## src/rtl/core2axi4l_pipelined_if.sv

```systemverilog
// rtl/core2axi4l_pipelined_if.sv - AXI4-Lite bus bundle between the core bridge and the fabric
interface core2axi4l_pipelined_if #(
    parameter int AddrWidth = 32,
    parameter int DataWidth = 32
);
    logic                   awvalid;
    logic                   awready;
    logic [AddrWidth-1:0]   awaddr;
    logic [2:0]             awprot;

    logic                   wvalid;
    logic                   wready;
    logic [DataWidth-1:0]   wdata;
    logic [DataWidth/8-1:0] wstrb;

    logic                   bvalid;
    logic                   bready;
    logic [1:0]             bresp;

    logic                   arvalid;
    logic                   arready;
    logic [AddrWidth-1:0]   araddr;
    logic [2:0]             arprot;

    logic                   rvalid;
    logic                   rready;
    logic [DataWidth-1:0]   rdata;
    logic [1:0]             rresp;

    modport master (
        output awvalid, awaddr, awprot,
        output wvalid, wdata, wstrb,
        output bready,
        output arvalid, araddr, arprot,
        output rready,
        input  awready, wready, bvalid, bresp,
        input  arready, rvalid, rdata, rresp
    );

    modport slave (
        input  awvalid, awaddr, awprot,
        input  wvalid, wdata, wstrb,
        input  bready,
        input  arvalid, araddr, arprot,
        input  rready,
        output awready, wready, bvalid, bresp,
        output arready, rvalid, rdata, rresp
    );
endinterface

```

## src/rtl/core2axi4l_pipelined.sv

```systemverilog
// rtl/core2axi4l_pipelined.sv - Ibex req/gnt port to AXI4-Lite master with multiple outstanding transactions
module core2axi4l_pipelined #(
    parameter int   AddrWidth      = 32,
    parameter int   DataWidth      = 32,
    parameter int   MaxOutstanding = 4,
    parameter logic InstrPort      = 1'b0
) (
    input  logic                   clk,
    input  logic                   rst,

    input  logic                   core_req,
    output logic                   core_gnt,
    input  logic                   core_we,
    input  logic [DataWidth/8-1:0] core_be,
    input  logic [AddrWidth-1:0]   core_addr,
    input  logic [DataWidth-1:0]   core_wdata,
    output logic                   core_rvalid,
    output logic [DataWidth-1:0]   core_rdata,
    output logic                   core_err,

    core2axi4l_pipelined_if.master axi
);
    localparam int CntW = $clog2(MaxOutstanding + 1);
    localparam int PtrW = (MaxOutstanding > 1) ? $clog2(MaxOutstanding) : 1;
    localparam logic [CntW-1:0] MaxCnt  = CntW'(MaxOutstanding);
    localparam logic [PtrW-1:0] LastPtr = PtrW'(MaxOutstanding - 1);

    // Request channel registers: each holds its payload stable until its own handshake.
    logic                   ar_valid_q;
    logic [AddrWidth-1:0]   ar_addr_q;
    logic                   aw_valid_q;
    logic [AddrWidth-1:0]   aw_addr_q;
    logic                   w_valid_q;
    logic [DataWidth-1:0]   w_data_q;
    logic [DataWidth/8-1:0] w_strb_q;

    // Order FIFO of transaction kinds (1 = write); occupancy is the outstanding count.
    logic [CntW-1:0]           cnt;
    logic [MaxOutstanding-1:0] order_we;
    logic [PtrW-1:0]           wr_ptr;
    logic [PtrW-1:0]           rd_ptr;

    logic fifo_empty;
    logic head_we;
    logic slot_free;
    logic rd_done;
    logic wr_done;
    logic unused_resp;

    function automatic logic [PtrW-1:0] ptr_next(input logic [PtrW-1:0] p);
        return (p == LastPtr) ? '0 : p + PtrW'(1);
    endfunction

    assign fifo_empty = (cnt == '0);
    assign head_we    = order_we[rd_ptr];

    // A new request may only load a channel register that is currently empty.
    assign slot_free = core_we ? (!aw_valid_q && !w_valid_q) : !ar_valid_q;
    assign core_gnt  = core_req && !rst && (cnt < MaxCnt) && slot_free;

    // Only the channel matching the oldest outstanding transaction is allowed to respond.
    assign axi.rready = !rst && !fifo_empty && !head_we;
    assign axi.bready = !rst && !fifo_empty && head_we;

    assign rd_done     = axi.rvalid && axi.rready;
    assign wr_done     = axi.bvalid && axi.bready;
    assign core_rvalid = rd_done || wr_done;
    assign core_rdata  = axi.rdata;
    assign core_err    = (rd_done && axi.rresp[1]) || (wr_done && axi.bresp[1]);
    assign unused_resp = axi.rresp[0] ^ axi.bresp[0];

    assign axi.arvalid = ar_valid_q;
    assign axi.araddr  = ar_addr_q;
    assign axi.arprot  = InstrPort ? 3'b100 : 3'b000;
    assign axi.awvalid = aw_valid_q;
    assign axi.awaddr  = aw_addr_q;
    assign axi.awprot  = InstrPort ? 3'b100 : 3'b000;
    assign axi.wvalid  = w_valid_q;
    assign axi.wdata   = w_data_q;
    assign axi.wstrb   = w_strb_q;

    // Load AR/AW/W on grant; each valid drops independently on its own handshake.
    always_ff @(posedge clk) begin
        if (rst) begin
            ar_valid_q <= 1'b0;
            ar_addr_q  <= '0;
            aw_valid_q <= 1'b0;
            aw_addr_q  <= '0;
            w_valid_q  <= 1'b0;
            w_data_q   <= '0;
            w_strb_q   <= '0;
        end else begin
            if (core_gnt && !core_we) begin
                ar_valid_q <= 1'b1;
                ar_addr_q  <= core_addr;
            end else if (axi.arready) begin
                ar_valid_q <= 1'b0;
            end

            if (core_gnt && core_we) begin
                aw_valid_q <= 1'b1;
                aw_addr_q  <= core_addr;
                w_valid_q  <= 1'b1;
                w_data_q   <= core_wdata;
                w_strb_q   <= core_be;
            end else begin
                if (axi.awready) begin
                    aw_valid_q <= 1'b0;
                end
                if (axi.wready) begin
                    w_valid_q <= 1'b0;
                end
            end
        end
    end

    // Track outstanding transactions in grant order; push on grant, pop on core response.
    always_ff @(posedge clk) begin
        if (rst) begin
            cnt      <= '0;
            order_we <= '0;
            wr_ptr   <= '0;
            rd_ptr   <= '0;
        end else begin
            if (core_gnt) begin
                order_we[wr_ptr] <= core_we;
                wr_ptr           <= ptr_next(wr_ptr);
            end
            if (core_rvalid) begin
                rd_ptr <= ptr_next(rd_ptr);
            end
            case ({core_gnt, core_rvalid})
                2'b10:   cnt <= cnt + CntW'(1);
                2'b01:   cnt <= cnt - CntW'(1);
                default: cnt <= cnt;
            endcase
        end
    end
endmodule
```

## src/flat_wrapper.sv

```systemverilog
// flat-port wrapper written by rule: the top's interface ports become plain ports
module core2axi4l_pipelined_flat 
#(
    parameter int   AddrWidth      = 32,
    parameter int   DataWidth      = 32,
    parameter int   MaxOutstanding = 4,
    parameter logic InstrPort      = 1'b0
)
  (clk, rst, core_req, core_gnt, core_we, core_be, core_addr, core_wdata, core_rvalid, core_rdata, core_err, axi_awvalid, axi_awaddr, axi_awprot, axi_wvalid, axi_wdata, axi_wstrb, axi_bready, axi_arvalid, axi_araddr, axi_arprot, axi_rready, axi_awready, axi_wready, axi_bvalid, axi_bresp, axi_arready, axi_rvalid, axi_rdata, axi_rresp);
  core2axi4l_pipelined_if #(.AddrWidth(AddrWidth), .DataWidth(DataWidth)) axi_i ();
  input  logic clk;
  input  logic rst;
  input  logic core_req;
  output logic core_gnt;
  input  logic core_we;
  input  logic [DataWidth/8-1:0] core_be;
  input  logic [AddrWidth-1:0] core_addr;
  input  logic [DataWidth-1:0] core_wdata;
  output logic core_rvalid;
  output logic [DataWidth-1:0] core_rdata;
  output logic core_err;
  output wire logic [$bits(axi_i.awvalid)-1:0] axi_awvalid;
  output wire logic [$bits(axi_i.awaddr)-1:0] axi_awaddr;
  output wire logic [$bits(axi_i.awprot)-1:0] axi_awprot;
  output wire logic [$bits(axi_i.wvalid)-1:0] axi_wvalid;
  output wire logic [$bits(axi_i.wdata)-1:0] axi_wdata;
  output wire logic [$bits(axi_i.wstrb)-1:0] axi_wstrb;
  output wire logic [$bits(axi_i.bready)-1:0] axi_bready;
  output wire logic [$bits(axi_i.arvalid)-1:0] axi_arvalid;
  output wire logic [$bits(axi_i.araddr)-1:0] axi_araddr;
  output wire logic [$bits(axi_i.arprot)-1:0] axi_arprot;
  output wire logic [$bits(axi_i.rready)-1:0] axi_rready;
  input wire logic [$bits(axi_i.awready)-1:0] axi_awready;
  input wire logic [$bits(axi_i.wready)-1:0] axi_wready;
  input wire logic [$bits(axi_i.bvalid)-1:0] axi_bvalid;
  input wire logic [$bits(axi_i.bresp)-1:0] axi_bresp;
  input wire logic [$bits(axi_i.arready)-1:0] axi_arready;
  input wire logic [$bits(axi_i.rvalid)-1:0] axi_rvalid;
  input wire logic [$bits(axi_i.rdata)-1:0] axi_rdata;
  input wire logic [$bits(axi_i.rresp)-1:0] axi_rresp;
  assign axi_awvalid = axi_i.awvalid;
  assign axi_awaddr = axi_i.awaddr;
  assign axi_awprot = axi_i.awprot;
  assign axi_wvalid = axi_i.wvalid;
  assign axi_wdata = axi_i.wdata;
  assign axi_wstrb = axi_i.wstrb;
  assign axi_bready = axi_i.bready;
  assign axi_arvalid = axi_i.arvalid;
  assign axi_araddr = axi_i.araddr;
  assign axi_arprot = axi_i.arprot;
  assign axi_rready = axi_i.rready;
  assign axi_i.awready = axi_awready;
  assign axi_i.wready = axi_wready;
  assign axi_i.bvalid = axi_bvalid;
  assign axi_i.bresp = axi_bresp;
  assign axi_i.arready = axi_arready;
  assign axi_i.rvalid = axi_rvalid;
  assign axi_i.rdata = axi_rdata;
  assign axi_i.rresp = axi_rresp;
  core2axi4l_pipelined #(.AddrWidth(AddrWidth), .DataWidth(DataWidth), .MaxOutstanding(MaxOutstanding), .InstrPort(InstrPort)) u_core (.clk(clk), .rst(rst), .core_req(core_req), .core_gnt(core_gnt), .core_we(core_we), .core_be(core_be), .core_addr(core_addr), .core_wdata(core_wdata), .core_rvalid(core_rvalid), .core_rdata(core_rdata), .core_err(core_err), .axi(axi_i));
endmodule
```

## config.mk

```make
export PLATFORM = sky130hd
export DESIGN_NAME = core2axi4l_pipelined_flat
export DESIGN_NICKNAME = d
export VERILOG_FILES = /design/src/rtl/core2axi4l_pipelined_if.sv /design/src/rtl/core2axi4l_pipelined.sv /design/src/flat_wrapper.sv
export SDC_FILE = /design/constraint.sdc
export NUM_CORES = 1
export LEC_CHECK = 0
export CORE_MARGIN = 5
export CORE_UTILIZATION = 41
export CTS_CLUSTER_DIAMETER = 30
export DETAILED_ROUTE_END_ITERATION = 8
export PLACE_DENSITY = 0.83
export SYNTH_ARGS = -nofsm -noshare
export SYNTH_HDL_FRONTEND = slang
export SYNTH_SLANG_ARGS = --single-unit
```

## constraint.sdc

```tcl
create_clock -name clk -period 6.2 [get_ports clk]
set_clock_uncertainty 0.05 [all_clocks]
set_input_delay 1.24 -clock clk [delete_from_list [all_inputs] [get_ports clk]]
set_output_delay 1.24 -clock clk [all_outputs]
set_load 0.005 [all_outputs]
```

### Word level (Yosys, flattened, before mapping)

Index checks and enable logic that the tools add are counted.

* flip-flop bits (word level): 114
* input port bits: 113
* word-level logic and storage cells: 66

* add/subtract/negate cells: 4
* order comparisons: 4
* eq/ne operators: 4
* mux-type cells: 15
* reductions and logical operators: 28

Operators with widths (number)
* 1-bit logical AND: 14
* 1-bit two-way mux: 9
* 2-bit nonzero test: 4
* 1-bit zero test: 7
* 2-bit equality test, second input constant: 3
* 2-bit by 3-bit < comparator with 1-bit output, second input constant: 2
* 3-bit one-hot mux with 2 select lines: 1
* 2-bit by 1-bit adder with 2-bit output, second input constant: 2
* 4-bit bitwise mux: 1
* 2-bit two-way mux: 2
* 3-bit by 1-bit adder with 3-bit output, second input constant: 1
* 3-bit zero test: 1
* 3-bit < comparator, second input constant: 1
* 3-bit by 1-bit subtractor with 3-bit output, second input constant: 1
* 1-bit binary-select mux with 2-bit select: 1
* 1-bit demux with 2-bit select: 1
* 2-bit by 1-bit equality test with 1-bit output, second input constant: 1
* 2-bit by 1-bit greater-or-equal comparator with 1-bit output, second input constant: 1
* 1-bit logical OR: 2

### Logic depth before layout (Yosys ltp)

Gate-level depths: netlist of run 1.

* depth after elaboration: 8
* gate-level depth with buffers: 9

### Worst setup path after synthesis of run 1

Ideal clock, no wire load.

* path type: input to output
* start point: input rst
* end point: output core_rvalid
* data arrival time: 1874 ps
* data required time: 4910 ps
* setup slack: 3036 ps
* cell stages on the path: 2
* buffers on the path: 0
* cell sequence: or4b_4 > nand2_1

* longest elaborated chain between the ends: 5
* elaborated cells on any way between the ends: 7

RTL lines
* start, declared: line flat_wrapper.sv:12 `input logic rst;`
* 1-bit zero test *: line core2axi4l_pipelined.sv:62, core2axi4l_pipelined.sv:63
* 1-bit logical AND *: line core2axi4l_pipelined.sv:62, core2axi4l_pipelined.sv:63
* 1-bit logical AND (on tied branches): line core2axi4l_pipelined.sv:62, core2axi4l_pipelined.sv:63
* 1-bit logical AND (on tied branches): line core2axi4l_pipelined.sv:65, core2axi4l_pipelined.sv:66
* 1-bit logical OR *: line core2axi4l_pipelined.sv:67 `assign core_rvalid = rd_done || wr_done;`
* end, declared: line flat_wrapper.sv:19 `output logic core_rvalid;`

Mark *: on every way between the ends. The rest lies on a longest branch, timed or not.

### Worst setup path in the final report of run 1

* start point: input core_we
* end point: output core_gnt

* longest elaborated chain between the ends: 2

RTL lines
* start, declared: line flat_wrapper.sv:15 `input logic core_we;`
* 1-bit two-way mux: line core2axi4l_pipelined.sv:58 `assign slot_free = core_we ? (!aw_valid_q && !w_valid_q) : !ar_valid_q;`
* 1-bit logical AND: line core2axi4l_pipelined.sv:59 `assign core_gnt = core_req && !rst && (cnt < MaxCnt) && slot_free;`
* end, declared: line flat_wrapper.sv:14 `output logic core_gnt;`

Every way passes these cells.

==> key figures, run 1 <==
Clock network
  • H-tree levels: 4
  • CTS tree: yes
  • Root Buffer: clkbuf_8
  • Total CTS buffers: 17
  • Postcts setup bufs: 0
  • Clk buf depth: 2
  • Clock Sinks: roughly 110
  • CTS resizes: 0
  • Post-CTS Hold Buffers: 0
  • Clock transition at path regs: 50 ps
  • Clock Latency Late Sink: 500 ps

Worst hold path
  • Worst Hold Class: flip-flop to flip-flop

Placed design
  • Placed instance count: 827
  • IO Port Bufs: 186
  • DP Wirelength: about 8.9 mm
  • Routability cong.: 0.7682

Power
  • Internal power: 1.550 mW
  • Pwr dens: 293.4 mW/mm^2
  • Cell leakage power: between 2 and 2.5 nW
  • Part of the power in combinational logic: 9.9%
  • NetSw: roughly 0.43 mW
  • Switching share of total power: 21.57%
  • IR drop worst, VDD: 0.1577 mV
  • Sequential share of power: 39.2%
  • Clock share of power: roughly half

Route
  • Via Count: roughly 4200
  • Pre-antenna DRT Iters: 4
  • DRC Markers: 0
  • Routed Antenna Nets: 0
  • Routed vias/inst: slightly below 5
  • Routed wl met3: 1.071 mm
  • Number of DRC markers in iteration 0: 232
  • WL met2: 6.449 mm
  • Highest routed layer: met4
  • Wirelength per Cell: 14.80 um
  • Met1 WL: 4.953 mm
  • DRT Wirelength: between 10 and 15 mm

Timing
  • Fin Setup TNS: 0 ps
  • Fin. Hold Viols: 0
  • RSZ-0062 raised after global routing: false
  • Max-slew violations: 0
  • Endpoints failing setup: 0
  • Tcrit/Tclk final: 71.62%
  • Slew @ Worst Pin: 804.2 ps
  • Final min period: 4440 ps
  • Slew HR: 45.97%
  • Fmax achieved: 0.2252 GHz

Critical path
  • Buffers & Inverters on Critical Path: 3
  • Slowest cell delay on critical path: ~540 ps
  • Critical Path RT: 4910 ps
  • CP delay by family, top: buffers and inverters
  • Crit-path most repeated cell: clkdlybuf4s50_1
  • Crit-path max FO: 8
  • CP Capture Type: output pin
  • Critical path type: input port to output pin
  • CP max-delay cell: clkdlybuf4s50_1
  • Critical-path cell list: clkdlybuf4s50_1 > nor3b_1 > o21ai_1 > inv_1 > clkdlybuf4s50_1
  • Data arrival, critical path: 3150 ps
  • CP startpoint kind: input port

Synthesis
  • Synth unique cells: 29
  • Top_reg_cell synth: dfxtp_1
  • Mapped cell area: between 0.004 and 0.005 sq mm
  • Synth Instances: 564
  • EDFF count, synth: 0
  • Seq/Total Area, Yosys: 51.32%
  • Top cells by area, synth: dfxtp_1 51%, nand2_1 18%, a21oi_1 13%, buf_4 6.4%, clkbuf_1 2.2%
  • #FFs+latches synth: between 100 and 150
  • Mean Syn Cell Area: 7.884 sq um
  • Cell taking the most area after synthesis: dfxtp_1
  • Post-synth ARST share: 0%
  • Share of the synthesized area in the top cell type: 51.32%
  • Synthesis Warnings: 0

Finish
  • Post-Layout Cell Count: 859
  • Filler cells: 915
  • # nets final: 826
  • FF/Latch Area: roughly 0.0023 sq mm
  • # diodes: 0
  • Area Overhead vs Synth: 51.49%
  • Share of layout cells above drive strength 1: 5.841%
  • Area taken by multi-input logic gates: roughly 0.0017 sq mm

Global routing
  • Tot GR Track Use: 19.16%
  • Vias in the first global route: 4149
  • Initial antenna violation count: 0
  • Largest net degree at the start of global routing: 79
  • First-pass GRT wire length: 20.01 mm
  • Grt ovf: 0

Flow run
  • Max cap viols: 0

Die
  • Initial Util: between 40% and 50%
  • IO Count: 259
  • Placement Rows: 38
  • Die X-Extent: 114.1 um
  • Die area: 0.01303 sq mm
  • Core area: 0.01075 sq mm
  • Die H: 114.1 um

Status
  • Status: complete, no violations
flip-flops by register name (all words and copies together), names as in the netlist:
register,cells
u_core.axi.araddr,32
u_core.axi.arvalid,1
u_core.axi.awaddr,32
u_core.axi.awvalid,1
u_core.axi.wdata,32
u_core.axi.wstrb,4
u_core.axi.wvalid,1
u_core.cnt,3
u_core.order_we,4
u_core.rd_ptr,2
u_core.wr_ptr,2
metrics by stage:
stage	hold slack (ps)	instance area [sq um]	setup slack [ps]	power [mW]	utilization [%]
after floorplan	396.2	4466	3036	0.8820	-
after global placement	390.7	6118	1834	0.9793	56.94
after detailed placement	395.5	6118	1762	0.9868	56.94
after CTS	403.2	6736	1750	2.000	62.69
after global routing	419.1	6736	1646	2.054	62.69
final	400.9	6736	1760	1.976	62.69
cell usage after synthesis, types with 2 or more instances:
cell,number
inv_1,9
nor2_1,6
or3_1,2
buf_4,38
buf_2,5
and2_1,2
nand2b_1,3
a21oi_1,113
ha_1,6
xor2_1,2
nor3_1,3
nand3_1,2
o21ai_0,6
nor3b_1,2
nand2_1,210
buf_1,4
clkbuf_1,26
dfxtp_1,114
worst paths after layout:
kind | slack, ps | cells past startpoint | startpoint | end
min reg2reg | 400 | 2 | u_core.axi.awaddr[30] | u_core.axi.awaddr[30]
max reg2reg | 3190 | 9 | u_core.rd_ptr[1] | u_core.cnt[2]
max | 1760 | 5 | core_we | core_gnt
min | 400 | 2 | u_core.axi.awaddr[30] | u_core.axi.awaddr[30]
layer usage:
metal | global-route usage [%] | vias up
met5 | 0 | -
met4 | 7.918 | 0
met3 | 7.400 | 26
met2 | 33.76 | 149
met1 | 20.46 | 1942
li1 | - | 2056
cell type report:
class	instances	area share, %
clock buffers	22	6.872
inverters	9	0.5015
multi-input cells	373	25.69
well taps	140	2.600
flip-flops and latches	114	33.88
clock inverters	10	2.303
repair buffers	191	28.16
placed cells by master (no fill, tap or decap), types with 3 or more instances in the layout:
cell,instances
nor2_1,6
dfxtp_1,114
o21ai_0,6
conb_1,6
buf_4,6
nor3_1,3
a21oi_1,113
clkinv_2,4
clkdlybuf4s50_1,185
nand2_1,209
clkbuf_16,16
inv_1,9
ha_1,6
bufinv_16,4
clkbuf_8,4
nand2b_1,3
worst register-to-register path, stage by stage, from the launching register on:
cell and delay, ps:
dfxtp_1 370, mux4_2 620, or4b_4 530, nand2_1 120, ha_1 190, inv_1 70
fa_1 370, xor2_1 160, or3_1 300, a21oi_1 150
power groups by stage:
stage | Clock [mW] | Combinational (mW) | Sequential (mW)
after global routing | 1.06 | 0.213 | 0.778
final | 1.01 | 0.195 | 0.775
after CTS | 1.03 | 0.198 | 0.775
after detailed placement | 0 | 0.197 | 0.790
after floorplan | 0 | 0.0916 | 0.790
after global placement | 0 | 0.191 | 0.788
cell families after synthesis:
group                    Yosys count  synth area share, %
AO/OA/AOI/OAI                    122                13.82
multiplexers                       1               0.5064
adder cells (fa/ha/maj)            7                2.138
buffers and inverters             82                10.27
flip-flops                       114                51.32
AND/OR/NAND/NOR                  235                21.47
other                              1              0.08433
XOR/XNOR                           2               0.3940
(Power assumes the default switching activity.)
==> run 2, diff against run 1 <==
--- a/config.mk
+++ b/config.mk
@@ -6,10 +6,10 @@
 export NUM_CORES = 1
 export LEC_CHECK = 0
 export CORE_MARGIN = 5
-export CORE_UTILIZATION = 41
+export CORE_UTILIZATION = 34
 export CTS_CLUSTER_DIAMETER = 30
 export DETAILED_ROUTE_END_ITERATION = 8
-export PLACE_DENSITY = 0.83
+export PLACE_DENSITY = 0.73
 export SYNTH_ARGS = -nofsm -noshare
 export SYNTH_HDL_FRONTEND = slang
 export SYNTH_SLANG_ARGS = --single-unit
==> constraint.sdc (replaced) <==
create_clock -name clk -period 3.7 [get_ports clk]
set_clock_uncertainty 0.05 [all_clocks]
set_input_delay 0.74 -clock clk [delete_from_list [all_inputs] [get_ports clk]]
set_output_delay 0.74 -clock clk [all_outputs]
set_load 0.005 [all_outputs]
==> key figures, run 2 (synthesis gave the netlist of run 1 again) <==
Global routing
  • First-pass GRT wire length: 21.21 mm (was 20.01 mm)
  • Tot GR Track Use: 16.77% (was 19.16%)
  • Initial antenna violation count: 0 (unchanged)
  • Vias in the first global route: 4312 (was 4149)
  • Largest net degree at the start of global routing: 49 (was 79)
  • Grt ovf: 0 (unchanged)

Placed design
  • Routability cong.: 0.7272 (was 0.7682)
  • DP Area: 0.006206 sq mm (was 0.006118 sq mm)
  • IO Port Bufs: 186 (unchanged)
  • DP Worst Slack: 445.6 ps (was 1762 ps)
  • DP Wirelength: 9.472 mm (was 8.863 mm)

Worst hold path
  • Worst Hold Class: flip-flop to flip-flop (unchanged)

Timing
  • Tcrit/Tclk final: 90.25%
  • Slew @ Worst Pin: 751.0 ps (was 804.2 ps)
  • Fmax achieved: 0.2995 GHz
  • Max-slew violations: 0 (unchanged)
  • Setup ws final: 360.7 ps (was 1760 ps)
  • RSZ-0062 raised after global routing: false (unchanged)
  • Fin Setup TNS: 0 ps (unchanged)
  • Fin. Hold Viols: 0 (unchanged)
  • Slew HR: 49.55% (was 45.97%)
  • Final min period: approximately 3300 ps
  • Endpoints failing setup: 0 (unchanged)

Route
  • Routed vias/inst: 4.740 (was 4.858)
  • Number of DRC markers in iteration 0: 214 (was 232)
  • Wirelength per Cell: 14.74 um (was 14.80 um)
  • Via Count: 4228 (was 4173)
  • DRT Wirelength: 13.15 mm (was 12.72 mm)
  • DRC Markers: 0 (unchanged)
  • Routed Antenna Nets: 0 (unchanged)
  • Pre-antenna DRT Iters: 4 (unchanged)

Critical path
  • Critical Path RT: 2910 ps (was 4910 ps)
  • Critical path type: flip-flop to output pin (was input port to output pin)
  • CP delay by family, top: simple AND/OR/NAND/NOR gates (was buffers and inverters)
  • Buffers & Inverters on Critical Path: 1 (was 3)
  • Critical-path cell list: mux4_2 > or4b_4 > nand2_1 > clkdlybuf4s50_1 (was clkdlybuf4s50_1 > nor3b_1 > o21ai_1 > inv_1 > clkdlybuf4s50_1)
  • CP Capture Type: output pin (unchanged)
  • CP max-delay cell: mux4_2 (was clkdlybuf4s50_1)
  • Data arrival, critical path: 2550 ps (was 3150 ps)
  • CP startpoint kind: flip-flop (was input port)
  • Slowest cell delay on critical path: 600 ps (was 540 ps)
  • Crit-path max FO: 8 (unchanged)

Power
  • IR drop worst, VDD: 0.2436 mV (was 0.1577 mV)
  • Cell leakage power: 2.356 nW (was 2.380 nW)
  • Pwr dens: 452.8 mW/mm^2 (was 293.4 mW/mm^2)

Die
  • Die area: 0.01547 sq mm (was 0.01303 sq mm)
  • Die X-Extent: 124.4 um (was 114.1 um)
  • Initial Util: 34.95% (was 41.38%)
  • Die H: 124.4 um (was 114.1 um)
  • IO Count: 259 (unchanged)
  • Core area: 0.01272 sq mm (was 0.01075 sq mm)
  • Placement Rows: 41 (was 38)

Finish
  • Most common cell after layout, fill and taps aside: nand2_1 (unchanged)
  • Filler cells: 1243 (was 915)
  • Finished Cell Area: 0.006720 sq mm (was 0.006736 sq mm)
  • # nets final: 829 (was 826)
  • Area Overhead vs Synth: 51.13% (was 51.49%)
  • Commonest cells after routing, fill and taps aside: 209 x nand2_1, 185 x clkdlybuf4s50_1, 114 x dfxtp_1, 113 x a21oi_1, 17 x clkbuf_16 (was 209 x nand2_1, 185 x clkdlybuf4s50_1, 114 x dfxtp_1, 113 x a21oi_1, 16 x clkbuf_16)
  • # diodes: 0 (unchanged)
  • Share of layout cells above drive strength 1: 5.694% (was 5.841%)

Clock network
  • Clock Latency Late Sink: 400 ps (was 500 ps)
  • Postcts setup bufs: 0 (unchanged)
  • H-tree levels: 4 (unchanged)
  • Clock Sinks: 114 (unchanged)
  • CTS tree: yes (unchanged)
  • Total CTS buffers: 17 (unchanged)
  • Post-CTS Hold Buffers: 0 (unchanged)
  • CTS resizes: 0 (unchanged)
  • Clk buf depth: 2 (unchanged)
  • Root Buffer: clkbuf_16 (was clkbuf_8)
  • Clock transition at path regs: 50 ps (about the same)

Flow run
  • Max cap viols: 0 (unchanged)

Status
  • Status: complete, no violations (unchanged)
## run 2: changes by cell type in the layout (fill, tap and decap cells not counted), sizes merged
| cell | change |
|---|---|
| buf | +3 |
| bufinv | -4 |
| clkbuf | +2 |
| clkinv | +1 |
| clkinvlp | -1 |
## run 2: layout make-up
class | count | area, sq um | area share (%)
clock inverter | 6 | 32.53 | 0.4841
multi-input combinational | 373 | 1730 | 25.75
inverter | 9 | 33.78 | 0.5027
sequential | 114 | 2282 | 33.96
clock buffer | 24 | 481.7 | 7.168
timing repair buffer | 194 | 1944 | 28.93
tap | 172 | 215.2 | 3.202
## run 2: final timing paths
check	from	to	slack (ps)	cells after the start
max	u_core.rd_ptr[1]	core_rvalid	360	4
min	u_core.axi.wdata[4]	u_core.axi.wdata[4]	400	2
max reg2reg	u_core.rd_ptr[1]	u_core.cnt[2]	680	9
min reg2reg	u_core.axi.wdata[4]	u_core.axi.wdata[4]	400	2
## run 2: where the power goes
part	switching (mW)	internal [mW]
sequential	0.0247	1.27
combinational	0.148	0.187
clock	0.517	0.892
total	0.689	2.35
## run 2: layer usage
| layer | vias up | part of all wire [%] | GRT usage, % | wire (um) |
|---|---|---|---|---|
| li1 | 2069 | - | - | - |
| met1 | 1981 | 39 | 17.73 | 5155 |
| met2 | 153 | 51 | 29.39 | 6729 |
| met3 | 25 | 7.5 | 6.904 | 985 |
| met4 | 0 | 2.1 | 7.028 | 277 |
| met5 | - | 0 | 0 | 0 |
## run 2: tightest hold or removal path: stages (launching register included)
cell     delay [ps]
dfxtp_1         300
nand2_1          50
a21oi_1          50
## run 2: through the flow
| step | std cells | hold WS (ps) | total power, mW | util [%] |
|---|---|---|---|---|
| finish | 892 | 401.2 | 3.043 | 52.82 |
| detailed placement | 862 | 395.9 | 1.660 | 48.78 |
| floorplan | 569 | 396.2 | 1.478 | - |
| global placement | 862 | 391.4 | 1.648 | 48.78 |
| global route | 892 | 419.4 | 3.179 | 52.82 |
| CTS | 892 | 402.7 | 3.083 | 52.82 |
